File: src/rtl/mod_updown_counter.sv
// mod_updown_counter: up/down modulo counter with a run-time range 0..limit.
// Features: synchronous load (clamped to limit), terminal count, cascade carry
// and a registered wrap pulse.
// Optional prescaler: define MOD_COUNTER_PRESCALER_EN to add parameter PRESC.
// With the prescaler, only every PRESC-th ce cycle advances the count.
module mod_updown_counter #(
  parameter int WIDTH     = 8,
  parameter int RESET_VAL = 0
`ifdef MOD_COUNTER_PRESCALER_EN
  ,
  parameter int PRESC     = 4
`endif
) (
  input  logic             clk,
  input  logic             rst,
  input  logic             ce,
  input  logic             up,
  input  logic             load,
  input  logic [WIDTH-1:0] load_val,
  input  logic [WIDTH-1:0] limit,
  output logic [WIDTH-1:0] q,
  output logic             tc,
  output logic             carry_out,
  output logic             wrap
);

  logic [WIDTH-1:0] cnt_q, cnt_d;
  logic             wrap_q, wrap_d;
  logic             ce_eff;

`ifdef MOD_COUNTER_PRESCALER_EN
  // Keep the prescaler at least one bit wide so PRESC=1 still elaborates.
  localparam int PW = (PRESC > 1) ? $clog2(PRESC) : 1;

  logic [PW-1:0] presc_q, presc_d;
  logic          presc_tick;

  // Prescaler counts ce cycles modulo PRESC; load leaves it alone.
  always_comb begin
    presc_tick = (presc_q == PW'(PRESC - 1));
    presc_d    = presc_q;
    if (ce) begin
      presc_d = presc_tick ? '0 : presc_q + PW'(1);
    end
    ce_eff = ce & presc_tick;
  end

  // Prescaler register, cleared only by reset.
  always_ff @(posedge clk) begin
    if (rst) begin
      presc_q <= '0;
    end else begin
      presc_q <= presc_d;
    end
  end
`else
  // Without the prescaler every ce cycle is a counting cycle.
  always_comb begin
    ce_eff = ce;
  end
`endif

  // Terminal count depends on direction: limit (or above) going up, 0 going down.
  always_comb begin
    tc        = up ? (cnt_q >= limit) : (cnt_q == '0);
    carry_out = tc & ce_eff;
  end

  // Next count: load beats counting; a wrap step raises the wrap flag.
  always_comb begin
    cnt_d  = cnt_q;
    wrap_d = 1'b0;
    if (load) begin
      cnt_d = (load_val > limit) ? limit : load_val;
    end else if (ce_eff) begin
      if (up) begin
        if (cnt_q >= limit) begin
          cnt_d  = '0;
          wrap_d = 1'b1;
        end else begin
          cnt_d = cnt_q + WIDTH'(1);
        end
      end else begin
        if (cnt_q == '0) begin
          cnt_d  = limit;
          wrap_d = 1'b1;
        end else begin
          cnt_d = cnt_q - WIDTH'(1);
        end
      end
    end
  end

  // Count and wrap registers with synchronous reset.
  always_ff @(posedge clk) begin
    if (rst) begin
      cnt_q  <= WIDTH'(RESET_VAL);
      wrap_q <= 1'b0;
    end else begin
      cnt_q  <= cnt_d;
      wrap_q <= wrap_d;
    end
  end

  assign q    = cnt_q;
  assign wrap = wrap_q;

endmodule

File: config.mk
export PLATFORM = sky130hd
export DESIGN_NAME = mod_updown_counter
export DESIGN_NICKNAME = d
export VERILOG_FILES = /design/src/rtl/mod_updown_counter.sv
export SDC_FILE = /design/constraint.sdc
export NUM_CORES = 1
export LEC_CHECK = 0
export CAP_MARGIN = 30
export CORE_UTILIZATION = 26
export DETAILED_ROUTE_END_ITERATION = 12
export GPL_ROUTABILITY_DRIVEN = 0
export GPL_TIMING_DRIVEN = 0
export PLACE_DENSITY = 0.56
export SYNTH_ARGS = -nofsm -noshare
export SYNTH_HDL_FRONTEND = slang
export SYNTH_SLANG_ARGS = --single-unit
File: constraint.sdc
create_clock -name clk -period 2.3 [get_ports clk]
set_input_delay 0.46 -clock clk [delete_from_list [all_inputs] [get_ports clk]]
set_output_delay 0.46 -clock clk [all_outputs]
set_load 0.05 [all_outputs]
* Word level (Yosys, flattened, before mapping)
Index checks and enable logic that the tools add are counted.
** Storage, ports and cells
- Register bits :: 9
- Bits of input ports :: 21
- Output and inout port bits :: 11
- Word-level logic and storage cells :: 21
** Operators by class
- Add/sub/neg operators :: 2
- Order comparisons :: 2
- Muxes and demuxes :: 10
- Bitwise gates (word level) :: 2
- Reduce and logical (&&, ||, !) cells :: 3
** Operators by type and width (number)
- 2-to-1 mux 8 bit :: 6
- adder 8 x 1 -> 8 bit (second input constant) :: 1
- greater-or-equal comparator 8 bit :: 1
- > comparator 8 bit :: 1
- logical NOT 8 bit :: 1
- subtractor 8 x 1 -> 8 bit (second input constant) :: 1
- 2-to-1 mux 1 bit :: 4
- OR reduction 3 bit :: 1
- nonzero test 2 bit :: 1
- AND 1 bit :: 1
- inverter 1 bit :: 1

* Depth between registers and ports, before layout
- Depth in word-level cells :: 5
- Gate-level depth with buffers :: 9
- Depth with buffers taken out :: 9

* Worst setup path before layout
OpenSTA, ideal clock, no wires.
- Path type :: register to output
- Start point :: register cnt_q[0], in the netlist q[0]
- End point :: output carry_out
- Arrival time :: 2582 ps
- Data required time :: 1840 ps
- Path slack :: -742 ps
- Cell stages (with the launch flop) :: 8
- Buffers on the path :: 0
- Cells stage by stage :: dfxtp_1 inv_1 ha_1 nand2b_1 a21oi_4 o31ai_4 o21ai_2 nor2_1
** Between the ends
- Longest elaborated chain between the ends :: 3
- Elaborated cells on any way between the ends :: 4
- Those cells by class :: 1 x order compare; 1 x mux; 1 x bitwise; 1 x reduce/logical
** RTL lines
- start: declaration :: RTL line 27 : logic [WIDTH-1:0] cnt_q, cnt_d;
- start signal: assignment :: RTL line 97 : cnt_q <= WIDTH'(RESET_VAL);
- start signal: assignment :: RTL line 100 : cnt_q <= cnt_d;
- greater-or-equal comparator 8 bit / logical NOT 8 bit (equally long branches) :: RTL line 65 : tc = up ? (cnt_q >= limit) : (cnt_q == '0);
- 2-to-1 mux 1 bit (*) :: RTL line 65
- AND 1 bit (*) :: RTL line 66 : carry_out = tc & ce_eff;
- end: declaration :: RTL line 23 : output logic carry_out,
Every way passes the cells marked *; elsewhere a longest branch is shown, timed or not.

* Worst setup path after layout
- Start point :: input limit[7]
- End point :: output carry_out
** Between the ends
- Longest elaborated chain between the ends :: 3
** RTL lines
- start: declaration :: RTL line 20 : input logic [WIDTH-1:0] limit,
- greater-or-equal comparator 8 bit :: RTL line 65
- 2-to-1 mux 1 bit :: RTL line 65
- AND 1 bit :: RTL line 66
No other way between the ends.

==> metrics <==
status finished with violations; violated checks setup timing; Startpoint Class primary input; Fin Clk Skew 0.00258 ns; VDD IR max 0.240 mV; worst path arrival time 1.85 ns; register area share after synthesis 0.137; ys async rst share 0; Post-DRT Antenna Nets 0; WL final 4160 µm; critical path launch point limit[7]; Boundary Pins 32; Pwr Total 0.000934 W; initial antenna violation count 0; Starting DRT DRC Count 51; # diodes 0; Syn Inst Count 168; count of final setup violators 2; normalized max-slew margin 0.660; Worst-Margin Slew 0.509 ns; Buffers on Ports 31; wire per inst 14.9 µm; Post-Syn Area 0.00131 mm²; clock tree from TritonCTS built; H-tree Lvls 1; first drt pass iteration count 4; fmax 0.433 GHz; fin nets 253; Layout area overhead 49.6%; Synth Warn # 0; final hold violations 0; clk_lat worst skew 0.23 ns; EDFF count, synth 0; CTS buffer count 3; main flop type after synthesis dfxtp_1; via/cell ratio 4.91; Worst setup EP type primary output; Area contributors post-synth ha_1 18%, dfxtp_1 14%, mux2i_1 6.1%; via count 1369; reg2reg path depth 8; Core Region 0.00479 mm²; commonest non-fill, non-tap cells in the layout 19 x nor2_1, 19 x clkdlybuf4s50_1, 14 x nand2_1; Max Cap Viol 0; Synthesized Nets 208; global-route wire length before repair 6490 µm; Yosys cell types 46; Post-DP HPWL 3130 µm; max-slew violations 0; DIE WIDTH 73.1 µm; starting density of the core 0.274; total global routing track utilization 0.160; RSZ-0062 raised after global routing true; r2r endpoint q[7]; final worst-path cycle share 1.01; leakage 0.805 nW; die height 73.1 µm; DRC 0; CTS Hold Bufs 0; Sink Count 9; worst min path class primary input to flop; clock-pin transition on the worst setup and hold timing paths 0.05 ns; kind of critical path primary input to primary output; pre-CTS setup slack -1.34 ns; final worst slack -0.0120 ns; largest net degree at the start of global routing 11; grt total ovfl 0; Worst setup endpoint carry_out; synthesized flop and latch total 9; CP max FO 3; Final Critical Period 2.31 ns; clk root buf clkbuf_8; Rows 25; Max clock buf depth 2; layout cells sized above 1 0.302; CP Data Required Time 1.84 ns; r2r setup slk 0.11 ns; vias in the first global route 1303; Synth area leader ha_1; top-area cell type share of the netlist area 0.181; Avg Inst Size Synth 7.81 µm²; Worst R2R Start q[2]; PwrDens 476 mW/mm²; die area 0.00534 mm²
## per-stage QoR
stage / util / cells / area (µm²) / hold slack [ns] / TNS [ns]
after floorplan: - / 168 / 1400 / 0.617 / 0
after global placement: 0.374 / 266 / 1790 / 0.542 / -6.68
after detailed placement: 0.374 / 266 / 1790 / 0.555 / -6.51
after CTS: 0.405 / 278 / 1940 / 0.577 / -0.0479
after global routing: 0.410 / 279 / 1960 / 0.588 / -0.247
final: 0.410 / 279 / 1960 / 0.575 / -0.0187
## report_power, final
part | switching (W) | internal [W]
Clock | 0.0000726 | 0.000122
Combinational | 0.000308 | 0.000239
Sequential | 0.0000190 | 0.000174
## cells by family (layout without fill, tap and decap cells)
| logic type | count (synthesis) | count (layout) | share of synthesized area |
|---|---|---|---|
| compound gates | 39 | 39 | 0.243 |
| mux | 8 | 8 | 0.0610 |
| buf+inv | 22 | 66 | 0.0724 |
| flops | 9 | 9 | 0.137 |
| xor+xnor | 8 | 8 | 0.0534 |
| simple gates | 63 | 63 | 0.252 |
| fa+ha+maj | 19 | 19 | 0.181 |
## layout make-up
type	count	area, µm²
Sequential cell	9	199
Buffer	7	38.8
Multi-Input combinational cell	137	1150
Timing Repair Buffer	40	378
Clock buffer	4	45.0
Fill cell	501	2820
Inverter	15	66.3
Tap cell	67	83.8
## worst min path at each step
stage	from	endpoint	slack (ns)	depth (start not counted)
final	limit[4]	q[4]	0.58	3
after global routing	limit[4]	q[4]	0.59	3
after CTS	q[7]	q[7]	0.58	2
after detailed placement	q[7]	q[7]	0.55	2
after global placement	q[7]	q[7]	0.54	2
after floorplan	q[4]	q[4]	0.62	2
## Yosys cell counts (all sizes together) (5+ instances only)
cell type / number
dfxtp: 9
ha: 19
a21oi: 7
nor2: 20
nor3: 10
inv: 15
o21ai: 8
nand2: 14
nand3: 5
a211oi: 7
mux2i: 8
## critical path, cell delays in order
cell	delay, ns
clkdlybuf4s15_2	0.22
inv_2	0.06
ha_4	0.28
nand3_2	0.09
o31ai_4	0.34
o21ai_4	0.14
nor2_4	0.10
buf_6	0.16
## what timing repair did
| item | CTS | global route |
|---|---|---|
| setup endpoints to repair | 10 | 9 |
| pin swaps | 11 | 8 |
| cloned | 0 | 0 |
| buffers inserted | 8 | 1 |
| resized for setup | 63 | 6 |
## state kept, by name (all words and copies together) (netlist names)
signal / cells
q: 8
wrap: 1
## layer usage
| metal | GRT usage | vias to the layer above | wire length [µm] |
|---|---|---|---|
| li1 | - | 703 | - |
| met4 | 0.0196 | 0 | 17 |
| met2 | 0.248 | 39 | 1790 |
| met3 | 0.0207 | 4 | 282 |
| met1 | 0.240 | 623 | 2070 |
| met5 | 0 | - | 0 |
Power figures use the tool's default switching activity.
